**config.mk**
```make
export PLATFORM = sky130hd
export DESIGN_NAME = period_meter
export DESIGN_NICKNAME = d
export VERILOG_FILES = /design/src/rtl/period_meter.sv
export SDC_FILE = /design/constraint.sdc
export NUM_CORES = 1
export LEC_CHECK = 0
export BUFFER_PORTS_ARGS = -buffer_cell sky130_fd_sc_hd__clkbuf_2
export CORE_MARGIN = 4
export CORE_UTILIZATION = 50
export DETAILED_ROUTE_END_ITERATION = 8
export HOLD_SLACK_MARGIN = 0.08
export MAX_ROUTING_LAYER = met4
export PLACE_DENSITY_LB_ADDON = 0.2
export SYNTH_ARGS = -nofsm -noshare
export SYNTH_HDL_FRONTEND = slang
export SYNTH_SLANG_ARGS = --single-unit
```
**constraint.sdc**
```tcl
create_clock -name clk -period 2.15 [get_ports clk]
set_input_delay 0.43 -clock clk [delete_from_list [all_inputs] [get_ports clk]]
set_output_delay 0.43 -clock clk [all_outputs]
set_load 0.1 [all_outputs]
```
**src/rtl/period_meter.sv**
```systemverilog
// Period meter: measures rising-edge spacing of an asynchronous square wave in clk cycles.
// Optional HIGH_TIME_EN macro adds a high-time measurement sharing the result handshake.
module period_meter #(
  parameter int W           = 16,
  parameter int SYNC_STAGES = 2
) (
  input  logic         clk,
  input  logic         rst,
  input  logic         en,
  input  logic         sig_in,
  output logic [W-1:0] period,
  output logic         period_valid,
  input  logic         period_ack,
  output logic         ovf,
  output logic         overrun
`ifdef HIGH_TIME_EN
  ,
  output logic [W-1:0] high_time
`endif
);

  localparam logic [0:0]   IDLE    = 1'b0;
  localparam logic [0:0]   MEASURE = 1'b1;
  localparam logic [W-1:0] CNT_MAX = {W{1'b1}};
  localparam logic [W-1:0] CNT_ONE = {{(W-1){1'b0}}, 1'b1};

  logic [SYNC_STAGES-1:0] sync_q, sync_d;
  logic                   hist_q, hist_d;
  logic [0:0]             state_q, state_d;
  logic [W-1:0]           cnt_q, cnt_d;
  logic                   sat_q, sat_d;
  logic [W-1:0]           period_q, period_d;
  logic                   valid_q, valid_d;
  logic                   ovf_q, ovf_d;
  logic                   overrun_q, overrun_d;

  logic sync_out;
  logic edge_det;
  logic capture;

  assign sync_out = sync_q[SYNC_STAGES-1];
  assign edge_det = sync_out & ~hist_q;
  // The edge is judged against the current state, so an edge coinciding with en falling still captures.
  assign capture  = (state_q == MEASURE) && edge_det;

  always_comb begin
    // NOTE: every _d gets a default first so no path leaves it unassigned (no latch).
    sync_d    = {sync_q[SYNC_STAGES-2:0], sig_in};
    hist_d    = sync_out;
    state_d   = state_q;
    cnt_d     = cnt_q;
    sat_d     = sat_q;
    period_d  = period_q;
    valid_d   = valid_q;
    ovf_d     = ovf_q;
    overrun_d = overrun_q;

    if (!en) begin
      state_d = IDLE;
      cnt_d   = '0;
      sat_d   = 1'b0;
    end else if (state_q == IDLE) begin
      cnt_d = '0;
      sat_d = 1'b0;
      if (edge_det) begin
        state_d = MEASURE;
        cnt_d   = CNT_ONE;
      end
    end else if (edge_det) begin
      cnt_d = CNT_ONE;
      sat_d = 1'b0;
    end else begin
      if (cnt_q != CNT_MAX) cnt_d = cnt_q + CNT_ONE;
      if (cnt_d == CNT_MAX) sat_d = 1'b1;
    end

    // Result register: a capture wins over an ack; overrun records only unconsumed overwrites.
    if (capture) begin
      period_d  = cnt_q;
      ovf_d     = sat_q;
      valid_d   = 1'b1;
      overrun_d = valid_q & ~period_ack;
    end else if (valid_q && period_ack) begin
      valid_d   = 1'b0;
      overrun_d = 1'b0;
    end
  end

  always_ff @(posedge clk) begin
    // NOTE: sequential state uses <= so every flop samples pre-edge values.
    if (rst) begin
      sync_q    <= '0;
      hist_q    <= 1'b0;
      state_q   <= IDLE;
      cnt_q     <= '0;
      sat_q     <= 1'b0;
      period_q  <= '0;
      valid_q   <= 1'b0;
      ovf_q     <= 1'b0;
      overrun_q <= 1'b0;
    end else begin
      sync_q    <= sync_d;
      hist_q    <= hist_d;
      state_q   <= state_d;
      cnt_q     <= cnt_d;
      sat_q     <= sat_d;
      period_q  <= period_d;
      valid_q   <= valid_d;
      ovf_q     <= ovf_d;
      overrun_q <= overrun_d;
    end
  end

  assign period       = period_q;
  assign period_valid = valid_q;
  assign ovf          = ovf_q;
  assign overrun      = overrun_q;

`ifdef HIGH_TIME_EN
  logic [W-1:0] hcnt_q, hcnt_d;
  logic [W-1:0] high_q, high_d;

  // The edge cycle itself is high, hence the +1 at capture.
  always_comb begin
    hcnt_d = hcnt_q;
    high_d = high_q;
    if (!en || state_q == IDLE || edge_det) begin
      hcnt_d = '0;
    end else if (sync_out && hcnt_q != CNT_MAX) begin
      hcnt_d = hcnt_q + CNT_ONE;
    end
    if (capture) high_d = (hcnt_q == CNT_MAX) ? CNT_MAX : hcnt_q + CNT_ONE;
  end

  always_ff @(posedge clk) begin
    if (rst) begin
      hcnt_q <= '0;
      high_q <= '0;
    end else begin
      hcnt_q <= hcnt_d;
      high_q <= high_d;
    end
  end

  assign high_time = high_q;
`endif

endmodule
```
==> impl_metrics.py <==
metrics = {
    "status": {
        "run_status": "finished, final reports clean",
    },
    "synthesis": {
        "synth_ff_type": "dfxtp_1",
        "synth_area_mm2": 0.00175,
        "syn_inst": 206,
        "synth_fa_ha_area_share_pct": 0.716,
        "syn_area_per_cell_um2": 8.49,
        "ys_ff_latch": 40,
        "synth_cell_types": 41,
        "synth_edf_count": 0,
        "synth_compound_area_share_pct": 14.1,
        "synth_top_family_by_area": "simple AND/OR/NAND/NOR gates",
        "ys_seq_area_share_pct": 45.8,
        "synthMuxAreaShare_pct": 1.72,
        "async_flop_share_pct": 0,
        "synth-xor-area-share_pct": 4.01,
        "synth_simple_gate_area_share_pct": 28.6,
        "ys_warn_count": 0,
        "syn_nets": 212,
    },
    "sta": {
        "period_share_pct": 93.8,
        "min_period_ns": 2.02,
        "setup_viol": 0,
        "hold_viol": 0,
        "rsz0062_at_grt": "false",
        "worstMarginPinSlew_ns": 0.561,
        "layout_setup_ws_ns": 0.133,
        "fmax_ghz": 0.496,
        "setup_tns_ns": 0,
        "relSlewSlack_pct": 62.5,
        "drv_slew": 0,
        "worst_clock_skew_ns": 0.0157,
    },
    "global_route": {
        "grt_util_met3_pct": 4.05,
        "overflow": 0,
        "grt-busiest-layer": "met2",
        "grt_pass1_vias": 1516,
        "grt_max_degree": 23,
        "grtUsageMet1_pct": 22.2,
        "grt_util_met2_pct": 34.2,
        "grt_first_pass_wirelength_um": 6610,
        "grt_usage_pct": 20.2,
        "antenna_found_initial": 0,
    },
    "detailed_routing": {
        "wl_per_cell_um": 13.6,
        "drt-initial-drc-count": 79,
        "vias": 1565,
        "viasPerCell": 5.49,
        "routed_wirelength_um": 3880,
        "drc": 0,
        "postRouteAntennaNets": 0,
        "drtPass1Iterations": 4,
    },
    "critical_path": {
        "reg2reg_slack_ns": 0.13,
        "cp.depth": 8,
        "crit_slowest_cell": "or4_1",
        "path_buf_inv": 1,
        "critical_path.reg2reg.endpoint": "sat_q$_SDFFE_PP0N_",
        "end_kind": "register",
        "critical-path-top-delay-family": "simple AND/OR/NAND/NOR gates",
        "start_kind": "register",
        "slowest_delay_ns": 0.52,
        "worstReg2RegStart": "cnt_q[0]$_SDFF_PP0_",
        "required_ns": 2.45,
        "r2r_cells": 8,
        "crit_fanout": 7,
        "cp.arrival_ns": 2.31,
        "crit_path_frequent_cell": "a31oi_1",
        "crit_chain": "ha_1, buf_4, and3_4, a31oi_1, a31oi_1, nand3_1, or4_1, o22ai_2",
        "critPathKind": "register to register",
    },
    "power_and_ir_drop": {
        "ir_drop_mv": 0.361,
        "power.density_mw_per_mm2": 631,
        "leakagePower_nw": 0.776,
    },
    "layout": {
        "area_delta_synth_final_pct": 17.9,
        "nets": 244,
        "drive_gt1_share_pct": 24.3,
        "n_antenna_cell": 0,
        "layoutNonFillerInstCount": 285,
        "final_area_mm2": 0.00206,
    },
    "place": {
        "dpl.hpwl_um": 2970,
        "place_congestion": 0.882,
        "dp.cells": 276,
        "placed_area_mm2": 0.00195,
        "port_buffers": 23,
        "dp_worst_setup_slack_ns": 0.0861,
    },
    "worst_hold_path": {
        "hp-start": "period_ack",
        "min_to": "overrun$_SDFFE_PP0P_",
        "hold_depth": 2,
        "hold_class": "primary input to register",
    },
    "job": {
        "max_cap_viol_count": 0,
    },
    "floorplanning": {
        "core_area_mm2": 0.00336,
        "start_util_pct": 52.0,
        "dieHeight_um": 67.1,
        "die_area_mm2": 0.00451,
        "die_w_um": 67.1,
        "io_pins": 24,
        "rows": 21,
    },
    "clock_tree": {
        "cts_buffers": 5,
        "insertion_delay_ns": 0.35,
        "clock_tree.root_cell": "clkbuf_4",
        "clk_pin_slew_worst_paths_ns": 0.13,
        "htreeDepth": 2,
        "clock-sinks": 40,
        "hold_buffers": 0,
        "cts_buffer_depth": 2,
        "cts_tree": "yes",
    },
}
==> per-stage QoR <==
step	util, %	hold WS (ns)	power [mW]
global placement	58.1	0.428	0.786
finish	61.3	0.280	1.30
global route	61.3	0.276	1.35
CTS	60.8	0.273	1.31
floorplan	-	0.414	0.778
detailed placement	58.1	0.436	0.786
==> per-layer routing <==
metal | share of wire, % | vias to the layer above
met1 | 44 | 737
li1 | - | 778
met2 | 49 | 37
met4 | 3.0 | 0
met3 | 4.1 | 13
met5 | 0 | -
==> worst reg2reg max path: stages (launching register included) <==
cell and delay [ns]:
dfxtp_1 0.36, ha_1 0.20, buf_4 0.15, and3_4 0.23, a31oi_1 0.12, a31oi_1 0.20, nand3_1 0.08, or4_1 0.52
o22ai_2 0.10
==> cells in the final DEF, fill, tap and decap left out, drive strengths merged, types with 3 or more instances in the layout <==
cell type / n
nand2: 44
dfxtp: 40
clkbuf: 29
a21oi: 24
nor2: 15
buf: 15
a31oi: 6
nand3: 6
nor2b: 5
xor2: 5
and4: 5
nor3: 5
nand4: 5
inv: 4
mux2i: 3
o21ai: 3
xnor2: 3
and3: 3
==> power breakdown <==
group / total (mW) / switching, mW / internal [mW]
logic: 0.0236 / 0.0147 / 0.00898
registers: 0.746 / 0.00171 / 0.744
clock network: 0.531 / 0.253 / 0.278
total: 1.30 / 0.269 / 1.03
==> worst max path at each step <==
stage	slack, ns	endpoint	from
2_1_floorplan	0.05	sat_q$_SDFFE_PP0N_	cnt_q[0]$_SDFF_PP0_
3_3_place_gp	0.17	sat_q$_SDFFE_PP0N_	cnt_q[0]$_SDFF_PP0_
3_5_place_dp	0.09	sat_q$_SDFFE_PP0N_	cnt_q[0]$_SDFF_PP0_
4_1_cts	0.06	sat_q$_SDFFE_PP0N_	cnt_q[0]$_SDFF_PP0_
5_1_grt	0.01	sat_q$_SDFFE_PP0N_	cnt_q[0]$_SDFF_PP0_
6_report	0.13	sat_q$_SDFFE_PP0N_	cnt_q[0]$_SDFF_PP0_
==> state kept, by name (all words and copies together) (netlist names) <==
register	flops
sat_q	1
period	16
period_valid	1
cnt_q	16
state_q	1
hist_q	1
ovf	1
sync_q	2
overrun	1
==> cell families (layout without fill, tap and decap cells) <==
family,count (synthesis),count (layout)
xor+xnor,8,8
compound gates,41,41
buf+inv,17,50
mux,3,3
flops,40,40
fa+ha+maj,1,1
simple gates,96,96
==> layout make-up <==
class	count	area (um2)
clock buffer	6	51.3
clock inverter	2	38.8
fill	343	1300
inverter	4	15.0
multi-input combinational	149	870
sequential	40	801
tap	46	57.6
timing repair buffer	38	228
==> cell usage after synthesis (2+ instances only) <==
cell      instances  area, um2
nand2_1          43        161
or3_1             2       12.5
nor2b_1           5       31.3
and4_2            4       40.0
buf_4             3       22.5
nand2b_1          2       12.5
nor3_1            4       20.0
nor2_1           15       56.3
mux2i_1           3       30.0
and3_1            2       12.5
clkbuf_1          6       22.5
o32a_1            2       20.0
nand4_1           3       18.8
nand3_1           6       30.0
dfxtp_1          40        801
a31oi_1           6       37.5
inv_1             4       15.0
a21oi_1          24        120
o21ai_0           3       15.0
xnor2_1           3       26.3
o211ai_1          2       15.0
xor2_1            5       43.8
==> timing repair <==
item / in CTS / in global routing
setup buffers: 0 / 1
gates resized for setup: 0 / 3
endpoints found under the setup margin: 0 / 1
No activity file was read; power rests on OpenSTA's default activity.
